==> src/rtl/axi_pkg.sv <==
// AXI encodings and state types shared by AXI slaves on the instr/data buses.
package axi_pkg;

    localparam logic [1:0] BURST_FIXED = 2'b00;
    localparam logic [1:0] BURST_INCR  = 2'b01;
    localparam logic [1:0] BURST_WRAP  = 2'b10;

    localparam logic [1:0] RESP_OKAY   = 2'b00;
    localparam logic [1:0] RESP_EXOKAY = 2'b01;
    localparam logic [1:0] RESP_SLVERR = 2'b10;
    localparam logic [1:0] RESP_DECERR = 2'b11;

    typedef enum logic [1:0] {R_IDLE, R_WAIT, R_FETCH, R_DATA} rd_state_t;
    typedef enum logic [1:0] {W_IDLE, W_DATA, W_RESP} wr_state_t;

    // Read burst context held for the life of a burst; addr is the current beat address.
    typedef struct packed {
        logic [3:0]  id;
        logic [31:0] addr;
        logic [3:0]  len;
        logic [1:0]  burst;
    } ar_req_t;

endpackage

==> src/rtl/axi_burst_addr.sv <==
// Combinational AXI3 next-beat address for 32-bit beats (FIXED / INCR / WRAP).
module axi_burst_addr
    import axi_pkg::*;
(
    input  logic [31:0] cur,
    input  logic [3:0]  len,
    input  logic [1:0]  burst,
    output logic [31:0] next
);

    logic [31:0] incr;
    logic [31:0] mask;
    logic        wrap_ok;

    assign incr    = cur + 32'd4;
    // For legal wrap lengths (2^n-1) this is exactly span-1 with span=(len+1)*4.
    assign mask    = {26'd0, len, 2'b11};
    assign wrap_ok = (len == 4'd1) || (len == 4'd3) || (len == 4'd7) || (len == 4'd15);

    always_comb begin
        next = incr;
        if (burst == BURST_FIXED)
            next = cur;
        else if (burst == BURST_WRAP && wrap_ok)
            next = (cur & ~mask) | (incr & mask);
    end

endmodule

==> src/rtl/axi_rom_responder.sv <==
// AXI3 read-only slave serving bursts from a word-addressed synchronous ROM;
// writes are drained and answered with SLVERR.
module axi_rom_responder
    import axi_pkg::*;
#(
    parameter logic [31:0] BASE     = 32'h1fc0_0000,
    parameter int          MEM_AW   = 12,
    parameter int          READ_LAT = 0
) (
    input  logic              clk,
    input  logic              rst,
    input  logic [3:0]        arid,
    input  logic [31:0]       araddr,
    input  logic [3:0]        arlen,
    input  logic [2:0]        arsize,
    input  logic [1:0]        arburst,
    input  logic              arvalid,
    output logic              arready,
    output logic [3:0]        rid,
    output logic [31:0]       rdata,
    output logic [1:0]        rresp,
    output logic              rlast,
    output logic              rvalid,
    input  logic              rready,
    input  logic [3:0]        awid,
    input  logic [31:0]       awaddr,
    input  logic              awvalid,
    output logic              awready,
    input  logic [3:0]        wid,
    input  logic [31:0]       wdata,
    input  logic              wlast,
    input  logic              wvalid,
    output logic              wready,
    output logic [3:0]        bid,
    output logic [1:0]        bresp,
    output logic              bvalid,
    input  logic              bready,
    output logic              mem_en,
    output logic [MEM_AW-1:0] mem_addr,
    input  logic [31:0]       mem_rdata
);

    localparam logic [32:0] TOP = {1'b0, BASE} + (33'd4 << MEM_AW);

    rd_state_t   rs, rs_nxt;
    wr_state_t   ws, ws_nxt;
    ar_req_t     ar_q;
    logic [3:0]  beat_q;
    logic [3:0]  lat_q;
    logic [3:0]  awid_q;
    logic [31:0] next_addr;
    logic [31:0] off;
    logic [1:0]  resp;
    logic        last;

    axi_burst_addr u_addr (
        .cur   (ar_q.addr),
        .len   (ar_q.len),
        .burst (ar_q.burst),
        .next  (next_addr)
    );

    assign off  = ar_q.addr - BASE;
    assign last = (beat_q == ar_q.len);

    // Response is re-evaluated every beat so an INCR burst can walk off the window.
    always_comb begin
        if ({1'b0, ar_q.addr} < {1'b0, BASE} || {1'b0, ar_q.addr} >= TOP)
            resp = RESP_DECERR;
        else if (ar_q.burst == 2'b11)
            resp = RESP_SLVERR;
        else
            resp = RESP_OKAY;
    end

    always_ff @(posedge clk) begin
        if (rst) begin
            rs     <= R_IDLE;
            ar_q   <= '0;
            beat_q <= '0;
            lat_q  <= '0;
        end else begin
            rs <= rs_nxt;
            case (rs)
                R_IDLE: if (arvalid) begin
                    ar_q   <= '{arid, araddr, arlen, arburst};
                    beat_q <= '0;
                    lat_q  <= '0;
                end
                R_WAIT: lat_q <= lat_q + 4'd1;
                R_DATA: if (rready && !last) begin
                    beat_q    <= beat_q + 4'd1;
                    ar_q.addr <= next_addr;
                end
                default: ;
            endcase
        end
    end

    always_comb begin
        rs_nxt   = rs;
        arready  = 1'b0;
        rvalid   = 1'b0;
        rid      = '0;
        rdata    = '0;
        rresp    = '0;
        rlast    = 1'b0;
        mem_en   = 1'b0;
        mem_addr = '0;
        case (rs)
            R_IDLE: begin
                arready = 1'b1;
                if (arvalid) rs_nxt = (READ_LAT > 0) ? R_WAIT : R_FETCH;
            end
            R_WAIT: if (lat_q == 4'(READ_LAT - 1)) rs_nxt = R_FETCH;
            R_FETCH: begin
                mem_en   = 1'b1;
                mem_addr = off[MEM_AW+1:2];
                rs_nxt   = R_DATA;
            end
            R_DATA: begin
                // mem_en stays low here, so mem_rdata holds through backpressure.
                rvalid = 1'b1;
                rid    = ar_q.id;
                rresp  = resp;
                rlast  = last;
                rdata  = (resp == RESP_OKAY) ? mem_rdata : '0;
                if (rready) rs_nxt = last ? R_IDLE : R_FETCH;
            end
            default: rs_nxt = R_IDLE;
        endcase
        if (rst) begin
            arready  = 1'b0;
            rvalid   = 1'b0;
            rid      = '0;
            rdata    = '0;
            rresp    = '0;
            rlast    = 1'b0;
            mem_en   = 1'b0;
            mem_addr = '0;
        end
    end

    always_ff @(posedge clk) begin
        if (rst) begin
            ws     <= W_IDLE;
            awid_q <= '0;
        end else begin
            ws <= ws_nxt;
            if (ws == W_IDLE && awvalid) awid_q <= awid;
        end
    end

    always_comb begin
        ws_nxt  = ws;
        awready = 1'b0;
        wready  = 1'b0;
        bvalid  = 1'b0;
        bid     = '0;
        bresp   = '0;
        case (ws)
            W_IDLE: begin
                awready = 1'b1;
                if (awvalid) ws_nxt = W_DATA;
            end
            W_DATA: begin
                wready = 1'b1;
                if (wvalid && wlast) ws_nxt = W_RESP;
            end
            W_RESP: begin
                bvalid = 1'b1;
                bid    = awid_q;
                bresp  = RESP_SLVERR;
                if (bready) ws_nxt = W_IDLE;
            end
            default: ws_nxt = W_IDLE;
        endcase
        if (rst) begin
            awready = 1'b0;
            wready  = 1'b0;
            bvalid  = 1'b0;
            bid     = '0;
            bresp   = '0;
        end
    end

    logic unused_sigs;
    assign unused_sigs = ^{arsize, awaddr, wid, wdata, off[31:MEM_AW+2], off[1:0]};

endmodule

==> config.mk <==
export PLATFORM = sky130hd
export DESIGN_NAME = axi_rom_responder
export DESIGN_NICKNAME = d
export VERILOG_FILES = /design/src/rtl/axi_pkg.sv /design/src/rtl/axi_burst_addr.sv /design/src/rtl/axi_rom_responder.sv
export SDC_FILE = /design/constraint.sdc
export NUM_CORES = 1
export LEC_CHECK = 0
export BUFFER_PORTS_ARGS = -buffer_cell sky130_fd_sc_hd__clkbuf_2
export CAP_MARGIN = 20
export CELL_PAD_IN_SITES_DETAIL_PLACEMENT = 1
export CELL_PAD_IN_SITES_GLOBAL_PLACEMENT = 2
export CORE_MARGIN = 4
export CORE_UTILIZATION = 24
export DETAILED_ROUTE_END_ITERATION = 8
export PLACE_DENSITY_LB_ADDON = 0.1
export SYNTH_ARGS = -nofsm -noshare
export SYNTH_HDL_FRONTEND = slang
export SYNTH_SLANG_ARGS = --single-unit
export TNS_END_PERCENT = 5
==> constraint.sdc <==
create_clock -name clk -period 2.89 [get_ports clk]
set_clock_uncertainty 0.1 [all_clocks]
set_input_delay 0.1445 -clock clk [delete_from_list [all_inputs] [get_ports clk]]
set_output_delay 0.1445 -clock clk [all_outputs]
set_load 0.01 [all_outputs]
# ---- After elaboration in Yosys (flattened, before gate mapping)
# Cells that the tools add are included.
dict set report totals {
  wordCells 108
  output_inout_bits 63
  ram_bits 0
  input_bits 157
  romBits 0
  latchBits 0
  regBits 58
  memories 0
}
dict set report classes {
  muxes 47
  multipliers 0
  bitwise_logic 4
  shifts 0
  add_sub_neg 4
  div 0
  n_eq_ne 21
  magnitude_cmp 2
  n_reduce_logical 21
}
# cell n
set op_table {}
lappend op_table {{32-bit 2-to-1 mux} 6}
lappend op_table {{32-bit case mux with 2 select lines} 1}
lappend op_table {{38-bit 2-to-1 mux} 1}
lappend op_table {{32-bit by 3-bit adder with 32-bit output (second input constant)} 1}
lappend op_table {{32-bit AND} 1}
lappend op_table {{32-bit by 6-bit AND with 32-bit output} 1}
lappend op_table {{32-bit by 29-bit greater-or-equal comparator with 1-bit output (second input constant)} 1}
lappend op_table {{32-bit by 29-bit < comparator with 1-bit output (second input constant)} 1}
lappend op_table {{6-bit inverter with 32-bit output} 1}
lappend op_table {{32-bit bitwise OR} 1}
lappend op_table {{2-bit 2-to-1 mux} 13}
lappend op_table {{12-bit 2-to-1 mux} 2}
lappend op_table {{4-bit 2-to-1 mux} 6}
lappend op_table {{2-bit inequality test (second input constant)} 8}
lappend op_table {{4-bit case mux with 2 select lines} 2}
lappend op_table {{1-bit 2-to-1 mux} 14}
lappend op_table {{14-bit by 1-bit subtractor with 14-bit output (second input constant)} 1}
lappend op_table {{2-bit equality test (second input constant)} 5}
lappend op_table {{3-bit AND reduction} 3}
lappend op_table {{4-bit by 1-bit adder with 4-bit output (second input constant)} 2}
lappend op_table {{4-bit equality test (second input constant)} 2}
lappend op_table {{2-bit zero test} 4}
lappend op_table {{2-bit case mux with 4 select lines} 1}
lappend op_table {{2-bit case mux with 3 select lines} 1}
lappend op_table {{other kinds (11)} 20}

# ---- Logic depth before layout (Yosys ltp)
# Gate-level depths: netlist of run 1.
dict set report depth {
  depth_word 9
  depth_mapped 8
  depth_no_buf 6
}

# ---- Cells and area by module
# From an unflattened synthesis of run 1, not the netlist that was laid out.
dict set report hier_totals {
  cells_unflattened 467
  hier_area_um2 3709.8
}
# module n_inst seq_area_each_um2 cells_each area_per_inst_um2
set modules_own_cells {}
lappend modules_own_cells {axi_rom_responder 1 1161.1 358 2991.6}
lappend modules_own_cells {axi_burst_addr 1 0.0 109 718.2}

# ---- Least setup slack after synthesis of run 1
# OpenSTA, ideal clock, no wires.
dict set report synth_path {
  path_type {reg2out}
  startpoint {register ar_q[22] (netlist name)}
  endpoint {output rdata[10]}
  path_stages_with_launch 6
  slack_ns 1.010
  arrival_time_ns 1.635
  required_time_ns 2.646
  n_path_buf 1
  cell_sequence {dfxtp_1 -> or4_4 -> nor4_4 -> and3_2 -> buf_4 -> and2_1}
}
dict set report synth_between {
  elab_chain_len 7
  elab_cells_between_ends 8
  classes_between {2 x order compare; 4 x mux; 2 x reduce/logical}
}
# element line
set synth_lines {}
lappend synth_lines {{from (decl)} axi_rom_responder.sv:47} ;# ar_req_t ar_q;
lappend synth_lines {{from (signal assigned)} axi_rom_responder.sv:86} ;# ar_q <= '{arid, araddr, arlen, arburst};
lappend synth_lines {{32-bit by 29-bit < comparator with 1-bit output or 32-bit by 29-bit greater-or-equal comparator with 1-bit output (tied branches)} axi_rom_responder.sv:68} ;# if ({1'b0, ar_q.addr} < {1'b0, BASE} || {1'b0, ar_q.addr} >= TOP)
lappend synth_lines {{1-bit logical OR *} axi_rom_responder.sv:68}
lappend synth_lines {{2-bit 2-to-1 mux *} axi_rom_responder.sv:68}
lappend synth_lines {{2-bit zero test *} axi_rom_responder.sv:127} ;# rdata = (resp == RESP_OKAY) ? mem_rdata : '0;
lappend synth_lines {{32-bit 2-to-1 mux *} axi_rom_responder.sv:127}
lappend synth_lines {{32-bit 2-to-1 mux *} axi_rom_responder.sv:110} ;# case (rs)
lappend synth_lines {{32-bit 2-to-1 mux *} axi_rom_responder.sv:132} ;# if (rst) begin
lappend synth_lines {{to (decl)} axi_rom_responder.sv:20} ;# output logic [31:0] rdata,
# Mark *: on every way between the ends. The rest lies on a longest branch, timed or not.

# ---- Final worst setup path of run 1
dict set report layout_path {
  startpoint {register ar_q[22] (netlist name)}
  endpoint {output rdata[1]}
}
# Same word-level chain as after synthesis.

==> results.json, run 1 <==
{
  "outcome": "complete, no violations",
  "tritoncts": "built",
  "largest_net_degree_at_the_start_of_global_routing": 33,
  "grt_remaining_overflow": 0,
  "dpl-instance-area_um2": 4683,
  "commonest_non_fill_non_tap_cells_in_the_layout": "clkbuf_2, nand2_1, dfxtp_1",
  "grt_setup_unrepaired": "false",
  "syn-mean-instance-area_um2": 7.680,
  "timing.critical_path.to_type": "output pin",
  "timing.critical_path.from": "ar_q[22]",
  "coreArea_um2": 15310,
  "die_x_um": 133.5,
  "use_met1_pct": 20.68,
  "total_negative_slack_for_setup_checks_ns": 0,
  "setup_viol": 0,
  "post_synth_main_area_contributors": "dfxtp_1, and2_1, nand2_1, a21oi_1, nand4_1",
  "clock_sinks": 56,
  "post_drt_via_cell_ratio": 4.975,
  "crit_type": "reg2out",
  "drive_above_1_share_pct": 30.16,
  "dp_hpwl_mm": 11.16,
  "tritoncts.num_buffers": 5,
  "min_period_over_period_pct": 92.61,
  "hold_crit_class": "in2reg",
  "grt_first_pass_wirelength_mm": 24.37,
  "crit_path_start_kind": "flop",
  "reg2reg_from": "rs[0]",
  "yosysUniqueCellTypes": 73,
  "postCtsSetupBuffers": 0,
  "yosys_warnings": 0,
  "io_buffers": 145,
  "drt_first_pass_iters": 4,
  "route.final.wire_length_mm": 14.79,
  "critPathRequiredTime_ns": 2.65,
  "worst-path-max-fanout": 32,
  "async_flop_share_pct": 0,
  "synth-seq-cells": 56,
  "layout.cells.non_filler": 851,
  "all_layer_global_routing_usage_pct": 16.68,
  "dr.first_iter.drc_count": 218,
  "power.density_cell_area_nw_per_um2": 392.7,
  "area_growth_syn_to_layout_pct": 32.22,
  "insertedDiodeCount": 0,
  "start_util_pct": 24.67,
  "route.detailed.drc": 0,
  "dieArea_um2": 17820,
  "post_drt_wl_per_cell_um": 17.38,
  "maxCapViolations": 0,
  "post-synth-top-area-fraction_pct": 29.67,
  "layout.cells.most_common": "clkbuf_2",
  "crit_path_cell_trace": "or4_4, nor4_4, and3_4, and2_1, clkbuf_2",
  "synth-edff-count": 0,
  "hold_path_startpoint": "araddr[3]",
  "die-height_um": 133.5,
  "maxClockFrequency_mhz": 373.6,
  "initial_antenna_violation_count": 0,
  "cts-htree-levels": 2,
  "met3_usage_pct": 4.532,
  "hold_violations": 0,
  "leakage_uw": 0.002033,
  "grt_use_met2_pct": 28.89,
  "gp_congestion": 0.7488,
  "report.final.slew_viol_count": 0,
  "route.antenna.remaining_nets": 0,
  "grt_pass1_vias": 4519,
  "postSynthNetCount": 653,
  "cts-root-to-sink-buffers": 2,
  "maxSlewHeadroom_pct": 49.65,
  "tightestPinTransition_ns": 0.7536,
  "numPlacedInstances": 827,
  "irDropWorstVdd_mv": 0.2202,
  "post-route-cell-area_um2": 4996,
  "syn-instance-count": 492,
  "root_buffer": "clkbuf_16",
  "placementRows": 45,
  "num_vias": 4234,
  "design.final.nets": 800,
  "synth.cell_area_um2": 3779,
  "clk_pin_slew_worst_paths_ns": 0.08,
  "critical-path-max-stage-delay_ns": 0.57,
  "synth.largest_area_cell": "dfxtp_1",
  "global_route.peak_usage_layer": "met2",
  "clock_period_minus_worst_slack_ns": 2.676,
  "worst_path_max_delay_cell": "or4_4",
  "cp.arrival_ns": 2.43,
  "seq_area_frac_synth_pct": 29.67,
  "synth_flop_cell": "dfxtp_1",
  "worst_skew_pair.late_latency_ns": 0.31,
  "boundaryPins": 220
}
[flip-flops by register name, indices dropped and copies added, names as in the netlist, named ones only]
name,flops
ws,2
awid_q,4
beat_q,4
ar_q,37
rs,2
lat_q,4
[Yosys cell counts (all sizes together), types with 14 or more instances]
cell type / count
nand3: 15
and2: 53
a21oi: 46
buf: 19
clkbuf: 15
nand2: 67
dfxtp: 56
o21ai: 27
nor3: 14
nand4: 18
nor2: 22
inv: 16
[power by group]
| part | switching, uW | total, uW | leakage (uW) | internal, uW |
|---|---|---|---|---|
| combinational | 239 | 419 | 0.00150 | 180 |
| sequential | 66.3 | 883 | 0.000456 | 816 |
| clock | 316 | 660 | 0.0000766 | 344 |
| total | 622 | 1960 | 0.00203 | 1340 |
[layer usage]
metal  share of wire (%)  vias to the layer above  wire, um
li1                    -                     2081         -
met1                  46                     2005      6782
met2                  46                      133      6841
met3                 6.3                       15       932
met4                 1.6                        0       234
met5                   0                        -         0
[worst max-delay path: cells and delay by family (launching register included)]
kind,cells,cell delay (ns)
buffers and inverters,1,0.15
AND/OR/NAND/NOR,4,1.59
flip-flops,1,0.37
[metrics by stage]
stage          power [uW]  worst slack (ns)  hold WS, ns  util, %
5_1_grt              2077           0.09985      0.04194    32.62
6_report             1962            0.2136      0.02769    32.62
2_1_floorplan        1141             1.010       0.1411        -
3_3_place_gp         1298            0.4388       0.2688    30.58
3_5_place_dp         1309            0.3868       0.2763    30.58
4_1_cts              1998           0.04019      0.01409    32.60
[area by class of cell]
class	count	area (um^2)
fill	1924	10320
tap	211	264.0
multi-input combinational	386	2419
timing repair buffer	174	983.4
inverter	16	60.06
clock buffer	6	138.9
clock inverter	2	10.01
sequential	56	1121
[worst paths after layout]
path              end  slack (ns)  cells past startpoint
max          rdata[1]        0.21                      5
min              flop        0.03                      3
max reg2reg  ar_q[15]        0.55                      6
min reg2reg  ar_q[41]        0.36                      2
[repair_timing]
| item | 4_1_cts | 5_1_grt |
|---|---|---|
| setup endpoints to repair | 0 | 9 |
| hold buffers | 16 | 0 |
| resized for setup | 0 | 1 |
| hold endpoints to repair | 15 | 0 |
[logic make-up (layout without fill, tap and decap cells)]
group	count (synthesis)	in the layout	synth area share (%)
compound gates	131	131	23.71
xor+xnor	7	7	1.623
fa+ha+maj	4	4	1.325
buf+inv	50	198	6.424
flops	56	56	29.67
mux	8	8	2.152
other cells	1	1	0.09924
simple gates	235	235	35.00
Note: power is estimated with default switching activity, not from simulation.
==> inputs of run 2 (changes only) <==
CORE_UTILIZATION = 25   (was 24)
SYNTH_HIERARCHICAL = 1   (was unset)
==> run 2 against run 1 <==
Against the previous run:
- wire length down 14%
- largest power group unchanged
- synthesized area shrank 4.6%
- synthesized cell count is 7.7% lower
- flip-flop and latch count did not move
- utilization is 1.6 points higher
- power decreased by 6.7%
- clock power decreased by 5.8%
- via count down 9.4%
- register-to-register slack improved by 0.09 ns
- die area decreased by 8.0%
==> results.json, run 2 <==
{
  "die_x_um": 128.1,
  "all_layer_global_routing_usage_pct": 15.74,
  "cp_top_family": "simple AND/OR/NAND/NOR gates",
  "syn-instance-count": 454,
  "clock_sinks": 56,
  "whs_path_depth": 4,
  "start_util_pct": 25.76,
  "grt_first_pass_wirelength_mm": 20.88,
  "layout.cells.most_common": "clkbuf_2",
  "grt_setup_unrepaired": "false",
  "area_growth_syn_to_layout_pct": 32.81,
  "drive_above_1_share_pct": 30.33,
  "clock_period_minus_worst_slack_ns": 2.441,
  "hold_violations": 0,
  "crit_path_cell_trace": "nor4_1, nand2_1, a2111oi_4, buf_4, and3_2, clkbuf_2",
  "post_drt_wl_per_cell_um": 16.32,
  "crit_path_start_kind": "flop",
  "critical-path-max-stage-delay_ns": 0.36,
  "boundaryPins": 220,
  "cts-root-to-sink-buffers": 2,
  "critPathRequiredTime_ns": 2.65,
  "route.detailed.drc": 0,
  "maxClockFrequency_mhz": 409.7,
  "insertedDiodeCount": 0,
  "post_drt_via_cell_ratio": 4.915,
  "layout.cells.non_filler": 780,
  "total_negative_slack_for_setup_checks_ns": 0,
  "dr.first_iter.drc_count": 120,
  "tritoncts.num_buffers": 5,
  "worst-r2r-cell-count": 7,
  "placementRows": 43,
  "dp_hpwl_mm": 9.651,
  "final_total_power_uw": 1830,
  "outcome": "complete, no violations",
  "grt_remaining_overflow": 0,
  "leakage_uw": 0.002227,
  "dieArea_um2": 16400,
  "worst_skew_pair.late_latency_ns": 0.30,
  "drt_first_pass_iters": 4,
  "post-route-worst-setup-slack_ns": 0.4494,
  "die-height_um": 128.1,
  "min_period_over_period_pct": 84.45,
  "num_vias": 3834,
  "cp.depth": 6,
  "design.final.nets": 759,
  "fillers": 1763,
  "largest_net_degree_at_the_start_of_global_routing": 34,
  "numPlacedInstances": 756,
  "detailedPlace.worstSlack_ns": 0.6234,
  "crit_type": "reg2out",
  "max_flop_register": "ar_q",
  "cp.arrival_ns": 2.20,
  "post-route-cell-area_um2": 4786,
  "syn-mean-instance-area_um2": 7.937,
  "tightestPinTransition_ns": 0.7513,
  "synth.cell_area_um2": 3603,
  "tritoncts": "built",
  "cts-htree-levels": 2,
  "root_buffer": "clkbuf_16",
  "io_buffers": 145,
  "gp_congestion": 0.7338,
  "initial_antenna_violation_count": 0,
  "worst_path_max_delay_cell": "dfxtp_1",
  "worst-path-max-fanout": 33,
  "postSynthNetCount": 614,
  "timing.critical_path.to_type": "output pin",
  "maxSlewHeadroom_pct": 49.80,
  "report.final.slew_viol_count": 0,
  "hold_crit_class": "in2reg",
  "clk_pin_slew_worst_paths_ns": 0.08,
  "yosys_warnings": 6,
  "maxCapViolations": 0,
  "setup_viol": 0,
  "commonest_non_fill_non_tap_cells_in_the_layout": "clkbuf_2, and3_1, dfxtp_1",
  "largest_register_ffs": 40,
  "power.density_cell_area_nw_per_um2": 382.5,
  "irDropWorstVdd_mv": 0.1947,
  "coreArea_um2": 13990,
  "postCtsSetupBuffers": 0,
  "grt_pass1_vias": 4032,
  "timing.critical_path.buf_inv": 2,
  "route.final.wire_length_mm": 12.73,
  "dpl-instance-area_um2": 4482,
  "route.antenna.remaining_nets": 0
}
## run 2: layer usage
layer	GRT usage, %	vias up	share of wire, %
met5	0	-	0
met4	3.808	0	1.2
met3	2.333	10	2.6
met2	27.70	49	51
met1	20.19	1858	45
li1	-	1917	-
## run 2: cell type report
class	instances	area (um^2)	area share (%)
Tap cell	180	225.2	4.706
Sequential cell	56	1121	23.42
Inverter	6	22.52	0.4706
Clock inverter	3	18.77	0.3922
Multi-Input combinational cell	358	2305	48.16
Clock buffer	5	125.1	2.614
Timing Repair Buffer	172	968.4	20.24
## run 2: timing repair
| action | 4_1_cts | 5_1_grt |
|---|---|---|
| hold buffers | 16 | 0 |
| resized for setup | 0 | 0 |
| endpoints found under the hold margin | 15 | 0 |
## run 2: worst register-to-register path, stage by stage, from the launching register on
cell       delay [ns]
dfxtp_1          0.56
o211a_1          0.27
nand3_2          0.12
or3_1            0.54
nor3_2           0.21
xor2_1           0.17
a21oi_1          0.09
o2bb2ai_1        0.13
## run 2: power by group
part	total [uW]	leakage [uW]	internal (uW)	switching, uW
clock	622	0.0000736	321	301
combinational	334	0.00170	158	176
sequential	874	0.000456	813	61.6
## run 2: final timing paths
check              to  slack [ns]      from
max reg2reg  ar_q[24]        0.64   ar_q[1]
max          rdata[0]        0.45  ar_q[21]
min             ws[0]        0.06    wvalid
min reg2reg  ar_q[41]        0.35  ar_q[41]
## run 2: metrics by stage
stage | hold slack [ns] | utilization (%)
floorplan | 0.1805 | -
global placement | 0.2697 | 32.04
detailed placement | 0.2749 | 32.04
CTS | 0.06142 | 34.21
global route | 0.08782 | 34.21
finish | 0.05822 | 34.21
==> inputs of run 3 (changes only) <==
ABC_AREA = 1   (was unset)
CORE_UTILIZATION = 23   (was 25)
clock period = 2.6 ns   (was 2.89 ns; I/O delays follow)
==> run 3 against run 2 <==
Against the previous run:
- final area up 20%
- non-clock buffer count down 8
- clock power up 25%
- sequential power up 14%
- wire length up 35%
- synthesized area up 28%
- flip-flop and latch count unchanged
- critical path depth up 2
- die area up 37%
- first-iteration DRC count up 62%
- power up 30%
- combinational power up 78%
- largest cell class unchanged
==> results.json, run 3 <==
{
  "outcome": "complete, no violations",
  "power_switching_share_pct": 36.88,
  "critPathRequiredTime_ns": 2.37,
  "coreArea_um2": 19650,
  "report.final.slew_viol_count": 0,
  "insertedDiodeCount": 0,
  "rrSetupSlack_ns": 0.57,
  "final_total_power_uw": 2373,
  "maxCapViolations": 0,
  "min_period_over_period_pct": 82.68,
  "hold_crit_class": "in2reg",
  "route.antenna.remaining_nets": 0,
  "design.final.nets": 1066,
  "setup_viol": 0,
  "grt_setup_unrepaired": "false",
  "boundaryPins": 220,
  "internal_power_uw": 1498,
  "crit_type": "reg2out",
  "cts-htree-levels": 2,
  "gp_congestion": 0.7910,
  "cts-root-to-sink-buffers": 2,
  "num_vias": 5297,
  "tightestPinTransition_ns": 0.6100,
  "dieArea_um2": 22460,
  "placementRows": 51,
  "crit_path_start_kind": "flop",
  "route.detailed.drc": 0,
  "r2r-end": "ar_q[22]",
  "initial_antenna_violation_count": 0,
  "dr.first_iter.drc_count": 194,
  "largest_net_degree_at_the_start_of_global_routing": 36,
  "die-height_um": 149.9,
  "start_util_pct": 23.55,
  "grt_first_pass_wirelength_mm": 27.88,
  "reg2reg_from": "ar_q[9]",
  "maxClockFrequency_mhz": 465.2,
  "leakage_uw": 0.002669,
  "synth.cell_area_um2": 4628,
  "grt_remaining_overflow": 0,
  "commonest_non_fill_non_tap_cells_in_the_layout": "nand2_1, clkbuf_2, nor2_1",
  "layout.cells.most_common": "nand2_1",
  "clock_period_minus_worst_slack_ns": 2.150,
  "tritoncts": "built",
  "yosys_warnings": 6,
  "max_flop_register": "ar_q",
  "all_layer_global_routing_usage_pct": 15.35,
  "resized_after_cts": 0,
  "cts.hold.buffers_added": 11,
  "clock_share_of_power_pct": 32.8,
  "whs_path_depth": 4,
  "cp.arrival_ns": 1.92,
  "dp_hpwl_mm": 12.98,
  "syn-instance-count": 772,
  "post_drt_wl_per_cell_um": 14.65,
  "clk_pin_slew_worst_paths_ns": 0.09,
  "grt_pass1_vias": 5449,
  "tritoncts.num_buffers": 5,
  "switchingPower_uw": 874.9,
  "hold_path_startpoint": "wlast",
  "maxSlewHeadroom_pct": 59.33,
  "die_x_um": 149.9,
  "clock_sinks": 56,
  "drt_first_pass_iters": 4,
  "worst_skew_pair.late_latency_ns": 0.32,
  "root_buffer": "clkbuf_16",
  "comb_pwr_share_pct": 25.0,
  "total_negative_slack_for_setup_checks_ns": 0,
  "power.share.sequential_pct": 42.2,
  "postCtsSetupBuffers": 0,
  "postSynthNetCount": 932,
  "syn-mean-instance-area_um2": 5.995,
  "hold_violations": 0,
  "io_buffers": 145,
  "drive_above_1_share_pct": 24.92,
  "timing.critical_path.to_type": "output pin",
  "post_drt_via_cell_ratio": 4.520,
  "route.final.wire_length_mm": 17.17,
  "fillers": 2614,
  "irDropWorstVdd_mv": 0.2709,
  "worst-r2r-cell-count": 13,
  "worst-path-max-fanout": 33,
  "power.density_cell_area_nw_per_um2": 412.3,
  "area_growth_syn_to_layout_pct": 24.33,
  "largest_register_ffs": 40,
  "min_to": "ws[0]"
}
run 3: cell count changes in the layout (fill, tap and decap cells not counted), sizes merged, moves of 17 or more:
cell / before / now
nand2: 38 / 262
nor2: 35 / 126
inv: 6 / 83
o21ai: 3 / 23
nand3: 15 / 90
and2: 21 / 1
and3: 66 / 1
xnor2: 19 / 2
o2bb2ai: 30 / 0
run 3: power by group through the flow:
stage | Sequential, uW | Clock [uW] | Combinational (uW)
2_1_floorplan | 997 | 0 | 428
3_3_place_gp | 1020 | 0 | 585
3_5_place_dp | 1020 | 0 | 593
4_1_cts | 1000 | 821 | 608
5_1_grt | 1020 | 848 | 675
6_report | 1000 | 779 | 593
run 3: worst max path at each step:
stage,from,endpoint,slack (ns),depth (start not counted)
4_1_cts,rs[1],rdata[20],0.41,6
5_1_grt,ar_q[22],rresp[1],0.23,8
2_1_floorplan,ar_q[9],ar_q[28],0.96,12
3_5_place_dp,ar_q[4],ar_q[30],0.58,9
6_report,ar_q[22],rresp[1],0.45,8
3_3_place_gp,ar_q[4],ar_q[25],0.59,9
run 3: metal layers:
layer  part of all wire (%)  routed length (um)  GRT usage, %  up-vias
met5                      0                   0             0        -
met4                   0.75                 129         2.608        0
met3                    6.0                1036         2.726        8
met2                     47                7984         26.88      132
met1                     47                8016         19.98     2466
li1                       -                   -             -     2691
run 3: through the flow:
stage | setup WS, ns | instances | hold WS, ns | util [%] | cell area (um^2)
6_report | 0.4502 | 1172 | 0.01022 | 29.28 | 5754
5_1_grt | 0.2294 | 1172 | 0.04889 | 29.28 | 5754
4_1_cts | 0.4070 | 1172 | 0.001635 | 29.28 | 5754
3_5_place_dp | 0.5793 | 1153 | 0.2285 | 27.93 | 5490
3_3_place_gp | 0.5938 | 1153 | 0.2086 | 27.93 | 5490
2_1_floorplan | 0.9573 | 772 | 0.1194 | - | 4628
run 3: cell type report:
| type | instances | area [um^2] | area share [%] |
|---|---|---|---|
| Clock inverter | 3 | 28.78 | 0.5001 |
| Inverter | 83 | 315.3 | 5.479 |
| Clock buffer | 5 | 125.1 | 2.174 |
| Sequential cell | 56 | 1121 | 19.48 |
| Timing Repair Buffer | 164 | 895.9 | 15.57 |
| Tap cell | 265 | 331.6 | 5.762 |
| Multi-Input combinational cell | 596 | 2937 | 51.03 |
run 3: worst max-delay path, cell delays in order, from the launching register on:
cell and delay (ns):
dfxtp_1 0.46, nor2_1 0.09, and3_1 0.19, and3b_1 0.20, nand2_1 0.08, buf_4 0.31, nand2_1 0.08, inv_1 0.06
clkbuf_2 0.13
